===== src/rtl/fft_stream_ctrl.sv =====
// Frame sequencer in front of the fft core: streams one N-point frame into fft memory
// in bit-reversed mode, starts the core, then streams the N results out with backpressure.
module fft_stream_ctrl #(
  parameter int LOGN   = 12,
  parameter int DW     = 128,
  parameter int RD_LAT = 1
) (
  input  logic            clk,
  input  logic            rst,
  input  logic            s_valid,
  output logic            s_ready,
  input  logic [DW-1:0]   s_data,
  input  logic            s_last,
  output logic            m_valid,
  input  logic            m_ready,
  output logic [DW-1:0]   m_data,
  output logic [LOGN-1:0] m_index,
  output logic            m_last,
  output logic            fft_sig,
  output logic            fft_we,
  output logic            fft_rev,
  output logic [31:0]     fft_addr,
  output logic [DW-1:0]   fft_din,
  input  logic [DW-1:0]   fft_dout,
  input  logic            fft_busy,
  output logic            err_len,
  output logic [15:0]     frame_cnt
);

  localparam int DEPTH = RD_LAT + 1;
  localparam int PW    = $clog2(DEPTH);
  localparam int CW    = $clog2(DEPTH + 1);

  localparam logic [LOGN-1:0] LAST_ADDR = '1;
  localparam logic [PW-1:0]   LAST_PTR  = PW'(DEPTH - 1);
  localparam logic [CW-1:0]   DEPTH_C   = CW'(DEPTH);

  localparam logic [2:0] S_LOAD    = 3'd0;
  localparam logic [2:0] S_PAD     = 3'd1;
  localparam logic [2:0] S_START   = 3'd2;
  localparam logic [2:0] S_WAIT_HI = 3'd3;
  localparam logic [2:0] S_WAIT_LO = 3'd4;
  localparam logic [2:0] S_DRAIN   = 3'd5;

  logic [2:0]      state;
  logic            armed;
  logic [LOGN-1:0] wcnt;
  logic [LOGN-1:0] rcnt;
  logic            rd_done;
  logic [LOGN-1:0] addr;

  // Read pipeline: one valid bit and one bin index per cycle of core latency.
  logic [RD_LAT-1:0] rd_v;
  logic [LOGN-1:0]   rd_idx [RD_LAT];

  // Output FIFO sized so every outstanding read always has a slot to land in.
  logic [DW-1:0]   fifo_data [DEPTH];
  logic [LOGN-1:0] fifo_idx  [DEPTH];
  logic [PW-1:0]   wr_ptr;
  logic [PW-1:0]   rd_ptr;
  logic [CW-1:0]   fifo_cnt;
  logic [CW-1:0]   outstanding;

  logic load_beat;
  logic rd_issue;
  logic rd_land;
  logic pop;

  // armed holds s_ready low for the first cycle after reset releases.
  assign s_ready   = (state == S_LOAD) && armed;
  assign load_beat = s_valid && s_ready;
  assign m_valid   = (fifo_cnt != '0);
  assign pop       = m_valid && m_ready;
  assign rd_land   = rd_v[RD_LAT-1];
  // A slot freed by this cycle's pop may be claimed at once, which sustains 1 bin/cycle.
  assign rd_issue  = (state == S_DRAIN) && !rd_done && ((outstanding < DEPTH_C) || pop);

  // NOTE: every signal gets a default before the case so no path leaves it unassigned (no latch).
  always_comb begin
    fft_we  = 1'b0;
    fft_din = '0;
    err_len = 1'b0;
    addr    = '0;
    case (state)
      S_LOAD: begin
        addr = wcnt;
        if (load_beat) begin
          fft_we  = 1'b1;
          fft_din = s_data;
          err_len = (wcnt == LAST_ADDR) ? !s_last : s_last;
        end
      end
      S_PAD: begin
        addr   = wcnt;
        fft_we = 1'b1;
      end
      S_DRAIN: addr = rcnt;
      default: ;
    endcase
  end

  assign fft_rev  = fft_we;
  assign fft_sig  = (state == S_START);
  assign fft_addr = {{(32-LOGN){1'b0}}, addr};

  // FIFO storage is not reset, so the head is gated to keep outputs at 0 while empty.
  assign m_data  = m_valid ? fifo_data[rd_ptr] : '0;
  assign m_index = m_valid ? fifo_idx[rd_ptr]  : '0;
  assign m_last  = m_valid && (fifo_idx[rd_ptr] == LAST_ADDR);

  // NOTE: sequential state uses non-blocking assignments so every register samples pre-edge values.
  always_ff @(posedge clk) begin
    if (rst) begin
      state       <= S_LOAD;
      armed       <= 1'b0;
      wcnt        <= '0;
      rcnt        <= '0;
      rd_done     <= 1'b0;
      rd_v        <= '0;
      wr_ptr      <= '0;
      rd_ptr      <= '0;
      fifo_cnt    <= '0;
      outstanding <= '0;
      frame_cnt   <= '0;
    end else begin
      armed       <= 1'b1;
      rd_v        <= (rd_v << 1) | RD_LAT'(rd_issue);
      fifo_cnt    <= fifo_cnt + CW'(rd_land) - CW'(pop);
      outstanding <= outstanding + CW'(rd_issue) - CW'(pop);
      if (rd_land) wr_ptr <= (wr_ptr == LAST_PTR) ? '0 : wr_ptr + PW'(1);
      if (pop)     rd_ptr <= (rd_ptr == LAST_PTR) ? '0 : rd_ptr + PW'(1);

      case (state)
        S_LOAD: begin
          if (load_beat) begin
            wcnt <= wcnt + LOGN'(1);
            if (wcnt == LAST_ADDR) state <= S_START;
            else if (s_last)       state <= S_PAD;
          end
        end
        S_PAD: begin
          wcnt <= wcnt + LOGN'(1);
          if (wcnt == LAST_ADDR) state <= S_START;
        end
        S_START:   state <= S_WAIT_HI;
        S_WAIT_HI: if (fft_busy) state <= S_WAIT_LO;
        S_WAIT_LO: begin
          if (!fft_busy) begin
            state   <= S_DRAIN;
            rcnt    <= '0;
            rd_done <= 1'b0;
          end
        end
        S_DRAIN: begin
          if (rd_issue) begin
            rcnt <= rcnt + LOGN'(1);
            if (rcnt == LAST_ADDR) rd_done <= 1'b1;
          end
          if (pop && m_last) begin
            state     <= S_LOAD;
            frame_cnt <= frame_cnt + 16'd1;
          end
        end
        default: state <= S_LOAD;
      endcase
    end
  end

  // NOTE: data-path storage carries no reset; validity is tracked by rd_v and fifo_cnt instead.
  always_ff @(posedge clk) begin
    rd_idx[0] <= rcnt;
    for (int i = 1; i < RD_LAT; i++) rd_idx[i] <= rd_idx[i-1];
    if (rd_land) begin
      fifo_data[wr_ptr] <= fft_dout;
      fifo_idx[wr_ptr]  <= rd_idx[RD_LAT-1];
    end
  end

endmodule

===== config.mk =====
export PLATFORM = sky130hd
export DESIGN_NAME = fft_stream_ctrl
export DESIGN_NICKNAME = d
export VERILOG_FILES = /design/src/rtl/fft_stream_ctrl.sv
export SDC_FILE = /design/constraint.sdc
export NUM_CORES = 1
export LEC_CHECK = 0
export ABC_CLOCK_PERIOD_IN_PS = 7900
export CAP_MARGIN = 40
export CORE_AREA = 5 5 224 226
export DETAILED_ROUTE_END_ITERATION = 10
export DIE_AREA = 0 0 229 231
export GPL_TIMING_DRIVEN = 0
export SETUP_SLACK_MARGIN = 0.4
export SLEW_MARGIN = 20
export SYNTH_ARGS = -nofsm -noshare
export SYNTH_HDL_FRONTEND = slang
export SYNTH_SLANG_ARGS = --single-unit

===== constraint.sdc =====
create_clock -name clk -period 7.9 [get_ports clk]
set_input_delay 1.58 -clock clk [delete_from_list [all_inputs] [get_ports clk]]
set_output_delay 1.58 -clock clk [all_outputs]
set_load 0.01 [all_outputs]

# --- Word level (Yosys, flattened, before mapping) ---
# Memory sizes are Yosys's and may differ from the RTL's. A register that Yosys moved wholly into a read port is not among the register bits.
# Cells that the tools add are included.
op_classes:
  add_sub_neg: 9
  magnitude_cmp: 1
  eq_ne: 16
  mux: 36
  reduce_logical: 20
op_table:
  columns: ["op", "count"]
  rows:
  - ["128-bit two-way mux", 3]
  - ["12-bit case mux with 2 select lines", 3]
  - ["12-bit two-way mux", 4]
  - ["12-bit equality test (second input constant)", 3]
  - ["12-bit by 1-bit adder with 12-bit output (second input constant)", 2]
  - ["3-bit two-way mux", 7]
  - ["3-bit case mux with 6 select lines", 1]
  - ["16-bit by 1-bit adder with 16-bit output (second input constant)", 1]
  - ["1-bit two-way mux", 16]
  - ["2-bit != test (second input constant)", 5]
  - ["1-bit logical AND", 7]
  - ["3-bit by 2-bit equality test with 1-bit output (second input constant)", 2]
  - ["3-bit equality test (second input constant)", 2]
  - ["6-bit AND reduction", 1]
  - ["2-bit nonzero test", 3]
  - ["2-bit by 1-bit adder with 2-bit output", 2]
  - ["2-bit by 1-bit != test with 1-bit output (second input constant)", 2]
  - ["1-bit case mux with 2 select lines", 2]
  - ["2-bit AND reduction", 2]
  - ["4-bit AND reduction", 1]
  - ["2-bit by 1-bit subtractor with 2-bit output", 2]
  - ["3-bit by 1-bit equality test with 1-bit output (second input constant)", 1]
  - ["3-bit zero test", 1]
  - ["3-bit by 2-bit != test with 1-bit output (second input constant)", 1]
  - ["6 further kinds", 8]
totals:
  regBits: 52
  ram_bits: 292
  inputBits: 262
  out_inout_bits: 323
  elab_cells: 96
  n_memories: 3
mem_list:
  columns: ["memory", "depth", "word_bits", "rd", "rd_ports_with_merged_regs", "wr", "line", "source"]
  rows:
  - ["fifo_data", 2, 128, 1, 1, 1, "57", "logic [DW-1:0] fifo_data [DEPTH];"]
  - ["fifo_idx", 2, 12, 1, 1, 1, "58", "logic [LOGN-1:0] fifo_idx [DEPTH];"]
  - ["rd_idx", 1, 12, 1, 0, 1, "54", "logic [LOGN-1:0] rd_idx [RD_LAT];"]

# --- Longest topological paths before layout ---
# Gate-level depths: netlist of the first run.
logic_depth:
  depth_word: 6
  depth_mapped: 9
  ltp_nobuf: 9

# --- Worst setup path after synthesis of the first run ---
# OpenSTA, ideal clock, no wires.
synth_timing:
  path_kind: "register to register"
  startpoint: "register rd_v (netlist: rd_land)"
  endpoint: "memory fifo_data[0][0], enable pin"
  setup_ns: 0.643
  t_arrival_ns: 6.247
  t_required_ns: 7.257
  path_slack_ns: 1.010
  stages_incl_launch_ff: 3
  n_path_buf: 0
  synth_period_minus_slack_ns: 6.890
  cell_sequence: "dfxtp_1 > inv_1 > nor2_1"
synth_via:
  elab_chain_len: 2
synth_rtl:
  columns: ["item", "line", "source"]
  rows:
  - ["from (decl)", "53", "logic [RD_LAT-1:0] rd_v;"]
  - ["from (signal assigned)", "127", "rd_v <= (rd_v << 1) | RD_LAT'(rd_issue);"]
  - ["1-bit two-way mux", "173", "if (rd_land) begin"]
  - ["1-bit two-way mux (implied by the code)", "174", "fifo_data[wr_ptr] <= fft_dout;"]
  - ["to (decl)", "57", null]
# No other way between the ends.

# --- Worst setup path after layout of the first run ---
layout_timing:
  startpoint: "input s_valid"
  endpoint: "output fft_din[96]"
layout_via:
  elab_chain_len: 3
layout_rtl:
  columns: ["item", "line", "source"]
  rows:
  - ["from (decl)", "10", "input logic s_valid,"]
  - ["1-bit logical AND", "71", "assign load_beat = s_valid && s_ready;"]
  - ["128-bit two-way mux", "87", "if (load_beat) begin"]
  - ["128-bit two-way mux", "84", "case (state)"]
  - ["to (decl)", "23", "output logic [DW-1:0] fft_din,"]
# No other way between the ends.

==> results, run 1 <==
- For this run, the slowest stage of the critical path takes approximately 0.64 ns.
- Cells with a size suffix above 1 make up between 5 and 6% of the layout.
- The flip-flop and latch area is slightly below 10000 um^2.
- By area, the combinational part of the netlist is dominated by simple AND/OR/NAND/NOR gates.
- The H-tree was split into 2 levels.
- The busiest metal layer after global routing is met2.
- The first global-routing pass estimated between 80000 and 90000 um of wire.
- The class of the worst hold path is register to register.
- The area growth from synthesis to layout is 55.21%.
- For this design the static power due to leakage is around 7.9 nW.
- The congestion estimate from routability-driven global placement came to about 1.
- Setup violations remaining at the end of the flow were counted as 0.
- The HPWL after detailed placement is around 47000 um.
- The buffer levels on the longest clock path is 3.
- After floorplanning, the core was divided into a little over 80 placement rows.
- The worst setup path is captured at an output port.
- The first TritonRoute pass finished after 5 iterations.
- Clock tree synthesis found a total of 345 sinks.
- The number of placed instances, taps included, is between 2k and 2.5k.
- The synthesized netlist devotes 3.362% of its cell area to compound gates.
- The fraction of the yosys area taken by sequential cells is about two thirds.
- The share of Yosys cell area claimed by the top area cell type is between 50% and 60%.
- The flop and latch count out of synthesis is about 350.
- Timing would allow up to between 150 and 200 MHz.
- Synthesis produced a netlist whose cell count is 1133.
- For the worst-skew pair, the clock arrives at the later sink with an insertion delay of ~0.54 ns.
- The power density over the cells is ~240 nW/um^2.
- The post-synthesis instance area is 14630 um^2.
- The initial core utilization is a little under a third.
- The count of buffers added by post-CTS timing repair for setup is 0.
- Sorting the synthesized cells by area gives the leading types as sky130_fd_sc_hd__edfxtp_1, sky130_fd_sc_hd__mux2i_1, sky130_fd_sc_hd__dfxtp_1.
- The core area is approximately 48000 um^2.
- The mux cell area share after synthesis is roughly 10%.
- The fraction of the mapped netlist area in adder cells is less than 1%.
- The mean post-synth cell area is about 13 um^2.
- The highest ir drop seen on vdd is 127.9 uV.
- The final count of pins violating max slew came to 0.
- The die width is between 200 and 250 um.
- The smallest clock period supported by the final layout is computed as between 5 and 6 ns.
- The filler cells instantiated in the layout total 4320.
- Dividing the detail-routed wire length by the instance count gives ~24 um.
- The parity-gate share of the synthesized area counting xor and xnor cells is between 1 and 1.5%.
- Of the total synthesized cell area, the portion taken by AND, OR, NAND and NOR gates is between 10% and 20%.
- The number of endpoints with negative hold slack in the final report is 0.
- The startpoint type of the worst setup path is a primary input.
- The die covers around 53000 um^2.
- Yosys printed 0 warnings.
- After synthesis, the most frequently instantiated cells are sky130_fd_sc_hd__edfxtp_1, sky130_fd_sc_hd__nor2_1, sky130_fd_sc_hd__mux2i_1.
- The worst pin sits at a relative slew slack of a little under half.
- In this design, the largest share of critical-path delay is due to buffers and inverters.
- The hold buffer count at cts is 0.
- In the global route stage, met2 resource usage came out at a little under two fifths.
- The largest individual stage delay along the critical path comes from the cell sky130_fd_sc_hd__clkdlybuf4s50_1.
- The synthesized design contains between 200 and 300 enable-type register cells.
- The register clock-pin slew on the reported worst setup and hold paths is about 0.060 ns.
- The number of instances resized during post-cts repair is 0.
- Of all nets on the critical path, the largest fanout is 10.
- Data arrives at the worst endpoint at 4.13 ns.
- In this run, the number of DRC markers left after iteration 0 of detailed routing was between 700 and 800.
- The detailed router placed roughly 12k vias in this run.
- The utilization of the core after routing is between 40 and 50%.
- The top-level port count is around 590.
- The count of input and output buffers is around 560.
- The antenna violation net count after detailed routing is 0.
- The most common cell in the synthesized netlist is sky130_fd_sc_hd__edfxtp_1.
- Measured along the y axis, the die boundary spans 231 um.
- The total CTS buffers is 39.
- Setup repair after global routing left no endpoint under its margin.
- The count of max-cap constraint violations is 0.
- TritonCTS built the clock tree.
- The distinct cell type count of the synthesized netlist is 52.
- The filler-free cell count of the finished design is around 2.4k.
- For the pin with the worst max-slew slack, the measured transition is 0.8210 ns.
- The critical path goes through clkdlybuf4s50_1, clkbuf_1, clkbuf_1, and3_1, clkdlybuf4s50_1.
- The cell type with the largest total area after synthesis is sky130_fd_sc_hd__edfxtp_1.
- The share of the clock period used by the worst path after layout is about 72%.
- The net count of the finished layout is approximately 2k.
- After global routing the overflow that remains totals 0.
- The total detailed-routing wirelength is approximately 59000 um.
- The category of the critical setup timing path is primary input to output port.
- The DRC violation count after routing is 0.
- Entering global routing, the biggest net connects between 40 and 50 pins.
- The area taken by multi-input logic gates is roughly 4500 um^2.
- Across every metal layer, demand over resource in global routing totals roughly a fifth.
- Clock skew on the completed layout was measured at roughly 0.012 ns.
- The initial antenna violation count is 12.
- The fraction of synthesis flops using an asynchronous set or reset pin is 0%.
- Global routing used a little under a quarter of the available met1 tracks.
- The met3 usage is just under 8%.
- Using the TritonRoute via totals, the vias-per-cell ratio works out to approximately 4.8.
- In the synthesized netlist the dominant register cell turns out to be sky130_fd_sc_hd__edfxtp_1.
- Summed over all failing endpoints, the final setup total negative slack is 0 ns.
- The required time reported for the critical path endpoint is 6.32 ns.
- The number of buffer and inverter stages on the critical path is 4.
- The via count of the first global-routing pass was roughly 12k.
- The root cell of the clock tree is sky130_fd_sc_hd__clkbuf_16.
- The flow ran to the end, and the final reports show no timing, DRC or antenna violations.
[power breakdown]
part,internal [mW],switching [mW],total (mW)
clock,1.04,0.714,1.75
combinational,0.862,0.887,1.75
sequential,1.97,0.0111,1.98
total,3.87,1.61,5.48
[worst register-to-register path, cell delays in order (launching register included)]
cell                        delay [ns]
sky130_fd_sc_hd__dfxtp_1          0.31
sky130_fd_sc_hd__buf_6            0.14
sky130_fd_sc_hd__nand4b_4         0.16
sky130_fd_sc_hd__a211oi_2         0.38
sky130_fd_sc_hd__o2111ai_2        0.29
sky130_fd_sc_hd__buf_2            0.27
sky130_fd_sc_hd__nor3_1           0.20
sky130_fd_sc_hd__mux2_1           0.34
[cell type report]
class | instances | share of cell area, %
flip-flops and latches | 345 | 42.77
well taps | 622 | 3.428
plain buffers | 96 | 1.984
repair buffers | 578 | 26.31
diodes | 7 | 0.07716
multi-input cells | 695 | 19.78
clock inverters | 24 | 1.009
clock buffers | 44 | 4.382
inverters | 16 | 0.2646
[cells by family (layout without fill, tap and decap cells)]
family,after synthesis,after routing
muxes,142,142
AOI/OAI and AO/OA,78,78
xor gates and xnor gates,25,25
other,1,27
and+or+nand+nor,423,423
buffers and inverters,112,758
adders and majority gates,7,7
DFF,345,345
[through the flow]
step	instance area (um^2)	setup slack (ns)	power [mW]	hold WS (ns)
after global placement	21110	-2.993	3.786	0.3989
after CTS	22670	2.162	5.571	0.4030
after floorplan	14700	1.010	2.785	0.3649
after detailed placement	21450	2.179	3.793	0.3975
after global routing	22700	2.121	5.732	0.4129
final	22700	2.189	5.483	0.3990
[placed cells by master (no fill, tap or decap), drive strengths merged, types with 22 or more instances in the layout]
| master | n |
|---|---|
| buf | 51 |
| mux2i | 141 |
| clkbuf | 104 |
| dfxtp | 65 |
| and3 | 135 |
| nand3 | 22 |
| a21oi | 33 |
| clkdlybuf4s50 | 563 |
| nor2 | 176 |
| edfxtp | 280 |
[state kept, by name, summed over array words and instances (netlist names), 2 cells and up, named ones only]
name	cells
fifo_data	256
fifo_idx	24
frame_cnt	16
rcnt	12
wcnt	12
fifo_cnt	2
state	3
rd_idx	12
outstanding	2
[path summary, 6_finish.rpt]
path	cells past startpoint	slack, ns	startpoint	to
setup / recovery	5	2.19	s_valid	fft_din[96]
hold / removal	0	0.40	rcnt[10]	rd_idx[0][10]
setup reg to reg	7	5.69	register	frame_cnt[8]
hold reg to reg	0	0.40	rcnt[10]	rd_idx[0][10]
[routing by layer]
layer | wire length (um) | vias to the layer above
met1 | 22230 | 5605
met4 | 1438 | 2
met3 | 5470 | 78
met5 | 13 | -
met2 | 29770 | 526
li1 | - | 5401
Power figures use the tool's default switching activity.
==> run 2, diff against run 1 <==
--- a/config.mk
+++ b/config.mk
@@ -5,7 +5,7 @@
 export SDC_FILE = /design/constraint.sdc
 export NUM_CORES = 1
 export LEC_CHECK = 0
-export ABC_CLOCK_PERIOD_IN_PS = 7900
+export ABC_CLOCK_PERIOD_IN_PS = 5500
 export CAP_MARGIN = 40
 export CORE_AREA = 5 5 224 226
 export DETAILED_ROUTE_END_ITERATION = 10
==> constraint.sdc (replaced) <==
create_clock -name clk -period 5.5 [get_ports clk]
set_input_delay 1.1 -clock clk [delete_from_list [all_inputs] [get_ports clk]]
set_output_delay 1.1 -clock clk [all_outputs]
set_load 0.01 [all_outputs]
==> run 2 against run 1 <==
Net effect:
- sequential share of layout area fell by 0.059 points
- cell count is essentially flat
- clock skew grew 0.0051 ns
- register-to-register slack got worse by 2.4 ns
- worst setup slack worse by 1.5 ns
- hold slack improved by 0.0067 ns
- die area unchanged
- clock-buffer cell count grew 4
- combinational power rose by 45%
- routed wire length is 0.65% higher
- critical path type unchanged
- critical endpoint is now fft_din[91]
- largest cell class unchanged
- highest routed layer unchanged
==> results, run 2 (synthesis results as in run 1) <==
- The register clock-pin slew on the reported worst setup and hold paths is 0.06 ns (about the same).
- The run finished with clean final reports.
- The root cell of the clock tree is sky130_fd_sc_hd__clkbuf_16.
- The via count is 11.67k (+0.48%).
- The number of flip-flops in the largest register came to 256 (unchanged).
- The number of endpoints with negative hold slack in the final report is 0 (unchanged).
- The die footprint is 52900 um^2 (unchanged).
- The power density over the cells is 353.7 nW/um^2 (+46%).
- The critical-path maximum fanout was 10 (unchanged).
- The category of the critical setup timing path is primary input to output port.
- The routed length per instance is 24.41 um (+0.57%).
- The worst slew margin relative to its limit is 45.49% (+0.22 points).
- The global-route wire length before repair is 82460 um (+0.24%).
- The count of endpoints failing setup in the final report was 0 (unchanged).
- Timing would allow up to ~210 MHz.
- The initial core utilization was 30.38% (unchanged).
- The required time reported for the critical path endpoint is 4.40 ns (-1.92 ns).
- The total placed cells including tap cells is 2350 (-0.043%).
- The total detailed-routing wirelength is 59300 um (+0.65%).
- The leakage power of the design is 7.908 nW (+0.24%).
- The top-level port count came to 585 (unchanged).
- The number of instances resized during post-cts repair is 0 (unchanged).
- The net total in the final layout was 2039 (-0.049%).
- The number of search-and-repair iterations in the first detailed-routing pass came to 5 (unchanged).
- The via count of the first global-routing pass is 11.89k (+0.13%).
- The arrival time at the worst endpoint came to 3.68 ns (-0.45 ns).
- The clock tree from TritonCTS is built.
- The startpoint type of the worst setup path is a primary input.
- The filler-free cell count of the finished design is 2429 (+0.082%).
- The DRC marker count from the first detailed-route iteration is 800 (+12%).
- The top cell types in the final layout, fill and taps aside, are sky130_fd_sc_hd__clkdlybuf4s50_1, sky130_fd_sc_hd__edfxtp_1, sky130_fd_sc_hd__nor2_1, sky130_fd_sc_hd__mux2i_1, sky130_fd_sc_hd__and3_1.
- The number of clock sinks seen by CTS is 345 (unchanged).
- The transition time at the pin with the least slew margin is 0.8177 ns (-0.003337 ns).
- The area growth from synthesis to layout is 55.43%.
- The highest ir drop seen on vdd is 194.6 uV (+52%).
- The DRC violation count after routing is 0 (unchanged).
- The initial antenna violation count was 18 (+6).
- The count of max-cap constraint violations is 0 (unchanged).
- The total CTS buffers is 40 (+2.6%).
- The final count of pins violating max slew is 0 (unchanged).
- The largest register by flop count is fifo_data.
- The die width came to 229 um (unchanged).
- The hold buffer count at cts is 0 (unchanged).
- The largest registers in the layout are fifo_data (256), fifo_idx (24), frame_cnt (16).
- The H-tree depth is 2 (unchanged).
- The count of buffers added by post-CTS timing repair for setup came to 0 (unchanged).
- The mean number of vias per cell is 4.804 (+0.40%).
- The critical path endpoint category is an output port.
- The total design power is 8.041 mW (+47%).
- The utilization of the core after routing is 47.22% (+0.065 points).
- The most common cell after layout, fill and taps aside is sky130_fd_sc_hd__clkdlybuf4s50_1.
- The residual overflow from global routing came to 0 (unchanged).
- The buffer levels on the longest clock path is 3 (unchanged).
- Setup repair after global routing left no endpoint under its margin.
- The count of standard-cell rows is 81 (unchanged).
- The path class of the tightest hold or removal check is register to register.
- The share of final-layout standard cells stronger than drive strength 1 came to 5.941% (+0.046 points).
- The antenna violation net count after detailed routing is 0 (unchanged).
- The count of input and output buffers is 563 (unchanged).
- The worst hold margin came to 0.4057 ns (+0.006696 ns).
- The HPWL after detailed placement is 47280 um (+0.56%).
- The largest net degree at the start of global routing is 50 (+11%).
- The clock latency on the worst-skew pair came to 0.54 ns (about the same).
- The final RePlAce weighted congestion was 0.9463 (-3.5%).
- The core area is 48140 um^2 (unchanged).
- The die height is 231 um (unchanged).
- The worst clock skew on the final layout is 0.01678 ns (+0.005088 ns).
- The worst path uses 86.96% of the clock period.
- The setup TNS was 0 ns (unchanged).
- The final critical path time including I/O delays and setup is approximately 4.8 ns.
- The total track usage was 21.18% (+0.12 points).
-- run 2: cell type report --
class	count	area, um^2
timing repair buffer	576	5891
multi-input combinational	695	4489
antenna	6	15.01
clock inverter	25	244.0
inverter	16	60.06
buffer	96	450.4
tap	622	778.2
clock buffer	48	1095
fill	4370	25410
sequential	345	9709
-- run 2: power by group --
group,switching [mW],total [mW],leakage [nW],internal [mW]
Clock,1.05,2.67,0.645,1.61
Sequential,0.0152,2.85,3.07,2.83
Combinational,1.28,2.53,4.19,1.24
-- run 2: metal layers --
layer  up-vias  routed length (um)  track usage [%]
li1       5394                   -                -
met1      5680               21720            23.39
met2       508               30030            37.76
met3        78                6002            8.966
met4         8                1493            5.394
met5         -                  55                0
-- run 2: path summary, 6_finish.rpt --
kind | from | end | slack, ns | cells past startpoint
max | s_valid | fft_din[91] | 0.72 | 5
min | rcnt[10] | rd_idx[0][10] | 0.41 | 0
max reg2reg | register | frame_cnt[8] | 3.27 | 7
min reg2reg | rcnt[10] | rd_idx[0][10] | 0.41 | 0
-- run 2: critical path, stage by stage --
cell,delay [ns]
sky130_fd_sc_hd__clkdlybuf4s50_1,0.62
sky130_fd_sc_hd__clkbuf_1,0.54
sky130_fd_sc_hd__clkbuf_1,0.43
sky130_fd_sc_hd__and3_1,0.38
sky130_fd_sc_hd__clkdlybuf4s50_1,0.60
-- run 2: stage by stage --
step                setup slack, ns  cell area [um^2]
detailed placement           0.7320             21380
floorplan                     1.021             14700
CTS                          0.7181             22720
finish                       0.7171             22730
global placement             -1.410             21110
global route                 0.6781             22730
==> run 3, diff against run 2 <==
--- a/config.mk
+++ b/config.mk
@@ -10,7 +10,6 @@
 export CORE_AREA = 5 5 224 226
 export DETAILED_ROUTE_END_ITERATION = 10
 export DIE_AREA = 0 0 229 231
-export GPL_TIMING_DRIVEN = 0
 export SETUP_SLACK_MARGIN = 0.4
 export SLEW_MARGIN = 20
 export SYNTH_ARGS = -nofsm -noshare
==> constraint.sdc (replaced) <==
create_clock -name clk -period 5.5 [get_ports clk]
set_input_delay 0.825 -clock clk [delete_from_list [all_inputs] [get_ports clk]]
set_output_delay 0.825 -clock clk [all_outputs]
set_load 0.01 [all_outputs]
==> run 3 against run 2 <==
Net effect:
- clock-buffer cell count did not move
- non-clock buffer count is 92 lower
- combinational power decreased by 4%
- via count shrank 3.5%
- clock skew is 0.0045 ns lower
- die area stayed put
- first-iteration DRC count down 2.9%
- power is 4.6% lower
- register-to-register slack got worse by 0.39 ns
- sequential cell count stayed put
- cell count decreased by 4.1%
- critical endpoint is now fft_din[71]
==> results, run 3 (synthesis results as in run 1) <==
- The top-level port count is 585 (unchanged).
- The share of total power in sequential cells is 37.5% (+2.1 points).
- The arrival time at the worst endpoint is 3.00 ns (-0.68 ns).
- The utilization of the core after routing is 45.97% (-1.3 points).
- The core area came to 48140 um^2 (unchanged).
- The category of the critical setup timing path is register to output port.
- The fraction of power spent switching nets is 29.22% (about the same).
- The largest net degree at the start of global routing is 112 (+120%).
- The global-route wire length before repair is 80810 um (-2.0%).
- The die footprint was 52900 um^2 (unchanged).
- The total CTS buffers is 38 (-5.0%).
- The share of final-layout standard cells stronger than drive strength 1 came to 4.818% (-1.1 points).
- The path class of the tightest hold or removal check is register to register.
- The library cell used most frequently in the layout, excluding fill and tap cells, is sky130_fd_sc_hd__clkdlybuf4s50_1.
- The number of endpoints with negative hold slack in the final report is 0 (unchanged).
- The critical-path maximum fanout is 99 (+89).
- The required time reported for the critical path endpoint is 4.68 ns (+0.28 ns).
- Relative to the synthesized area, the layout overhead comes to 51.31%.
- The largest register by flop count is fifo_data.
- The library cells used most frequently in the layout, excluding fill and tap cells, are sky130_fd_sc_hd__clkdlybuf4s50_1, sky130_fd_sc_hd__edfxtp_1, sky130_fd_sc_hd__nor2_1, sky130_fd_sc_hd__mux2i_1, sky130_fd_sc_hd__and3_1.
- The placement-stage worst setup slack is 2.069 ns (+1.337 ns).
- The mean number of vias per cell is 4.834 (+0.64%).
- The HPWL after detailed placement is 43300 um (-8.4%).
- The switching power of the nets is 2.241 mW (-4.7%).
- The highest ir drop seen on vdd is 317.9 uV (+63%).
- The initial core utilization is 30.38% (unchanged).
- The worst-case setup margin in the final layout is 1.675 ns (+0.9575 ns).
- The filler-free cell count of the finished design is 2329 (-4.1%).
- The H-tree depth is 2 (unchanged).
- The initial antenna violation count was 17 (-1).
- The register clock-pin slew on the reported worst setup and hold paths is 0.06 ns (about the same).
- The count of endpoints failing setup in the final report is 0 (unchanged).
- The clock group share of total power is 30.8% (-2.4 points).
- The number of flip-flops in the largest register is 256 (unchanged).
- The hold buffer count at cts is 0 (unchanged).
- The DRC marker count from the first detailed-route iteration is 777 (-2.9%).
- The number of search-and-repair iterations in the first detailed-routing pass is 5 (unchanged).
- The total track usage was 20.61% (-0.57 points).
- The die height is 231 um (unchanged).
- The total internal power is 5.428 mW (-4.6%).
- The startpoint type of the worst setup path is a register.
- The total placed cells including tap cells came to 2256 (-4.0%).
- The residual overflow from global routing is 0 (unchanged).
- The transition time at the pin with the least slew margin is 0.8148 ns (-0.002917 ns).
- The via count of the first global-routing pass is 11.36k (-4.5%).
- The part of the power in combinational logic is 31.7% (+0.3 points).
- The root cell of the clock tree is sky130_fd_sc_hd__clkbuf_16.
- The DRC violation count after routing is 0 (unchanged).
- The via count came to 11.26k (-3.5%).
- The final critical path time including I/O delays and setup is 3.825 ns (-0.9575 ns).
- The total design power was 7.669 mW (-4.6%).
- The number of instances resized during post-cts repair is 0 (unchanged).
- The net total in the final layout came to 1945 (-4.6%).
- The count of standard-cell rows was 81 (unchanged).
- The worst clock skew on the final layout is 0.01223 ns (-0.004544 ns).
- The total detailed-routing wirelength was 57550 um (-2.9%).
- The count of input and output buffers is 564 (+0.18%).
- The die width is 229 um (unchanged).
- The number of clock sinks seen by CTS was 345 (unchanged).
- The final count of pins violating max slew is 0 (unchanged).
- The antenna violation net count after detailed routing is 0 (unchanged).
- The clock latency on the worst-skew pair is 0.53 ns (about the same).
- The final RePlAce weighted congestion is 0.9302 (-1.7%).
- The count of max-cap constraint violations is 0 (unchanged).
- The power density over the cells is 346.6 nW/um^2 (-2.0%).
- The largest registers in the layout are fifo_data (256), fifo_idx (24), frame_cnt (16).
- The flow ran to the end, and the final reports show no timing, DRC or antenna violations.
- The critical path endpoint category is an output port.
- The maximum achievable frequency is 261.4 MHz (+25%).
- The setup TNS was 0 ns (unchanged).
- The leakage power of the design came to 7.639 nW (-3.4%).
- The share of the clock period used by the worst path after layout is 69.55% (-17 points).
- The routed length per instance is 24.71 um (+1.2%).
- The count of buffers added by post-CTS timing repair for setup came to 0 (unchanged).
- Setup repair after global routing left no endpoint under its margin.
- The buffer levels on the longest clock path came to 3 (unchanged).
- The worst slew margin relative to its limit was 45.44% (about the same).
- TritonCTS built the clock tree.
[run 3: cell count changes in the layout (fill, tap and decap cells not counted), moves of 2 or more]
cell,before,now
sky130_fd_sc_hd__clkbuf_16,43,39
sky130_fd_sc_hd__buf_1,11,0
sky130_fd_sc_hd__buf_2,3,0
sky130_fd_sc_hd__clkinv_2,3,6
sky130_fd_sc_hd__clkbuf_1,65,8
sky130_fd_sc_hd__bufinv_16,4,1
sky130_fd_sc_hd__buf_6,5,0
sky130_fd_sc_hd__inv_6,3,1
sky130_fd_sc_hd__buf_4,21,7
sky130_fd_sc_hd__clkinv_1,10,6
[run 3: worst max-delay path: stages (launching register included)]
cell,delay [ns]
sky130_fd_sc_hd__dfxtp_1,0.78
sky130_fd_sc_hd__inv_1,0.27
sky130_fd_sc_hd__and3_4,0.33
sky130_fd_sc_hd__buf_16,0.24
sky130_fd_sc_hd__and3_1,0.24
sky130_fd_sc_hd__clkdlybuf4s50_1,0.53
[run 3: worst paths after layout]
| check | startpoint | endpoint | slack [ns] | cells past startpoint |
|---|---|---|---|---|
| setup / recovery | state[0] | fft_din[71] | 1.67 | 5 |
| hold / removal | rcnt[10] | rd_idx[0][10] | 0.42 | 0 |
| setup reg to reg | state[0] | outstanding[1] | 2.88 | 9 |
| hold reg to reg | rcnt[10] | rd_idx[0][10] | 0.42 | 0 |
[run 3: layer usage]
metal  wire (um)  GRT usage [%]  vias to the layer above
met3        5569          8.757                       72
li1            -              -                     5195
met1       22130          24.13                     5511
met5           0              0                        -
met2       28630          35.31                      481
met4        1228          4.849                        0
[run 3: layout make-up]
| type | count | area, um^2 |
|---|---|---|
| diodes | 5 | 12.51 |
| clock buffers | 48 | 1020 |
| clock inverters | 18 | 126.4 |
| fillers | 4399 | 26010 |
| inverters | 16 | 60.06 |
| multi-input cells | 695 | 4499 |
| flip-flops and latches | 345 | 9713 |
| well taps | 622 | 778.2 |
| repair buffers | 580 | 5921 |
[run 3: per-stage QoR]
stage / hold slack, ns / area, um^2
after global placement: 0.4089 / 20800
after global routing: 0.4322 / 22130
after detailed placement: 0.4136 / 20930
after floorplan: 0.3649 / 14700
final: 0.4186 / 22130
after CTS: 0.4219 / 22070
[run 3: power groups by stage]
stage          sequential, mW  combinational [mW]  clock (mW)
4_1_cts                  2.88                2.48        2.44
3_5_place_dp             2.93                2.46           0
3_3_place_gp             2.98                2.37           0
6_report                 2.88                2.43        2.36
2_1_floorplan            2.90                1.10           0
5_1_grt                  2.88                2.59        2.54
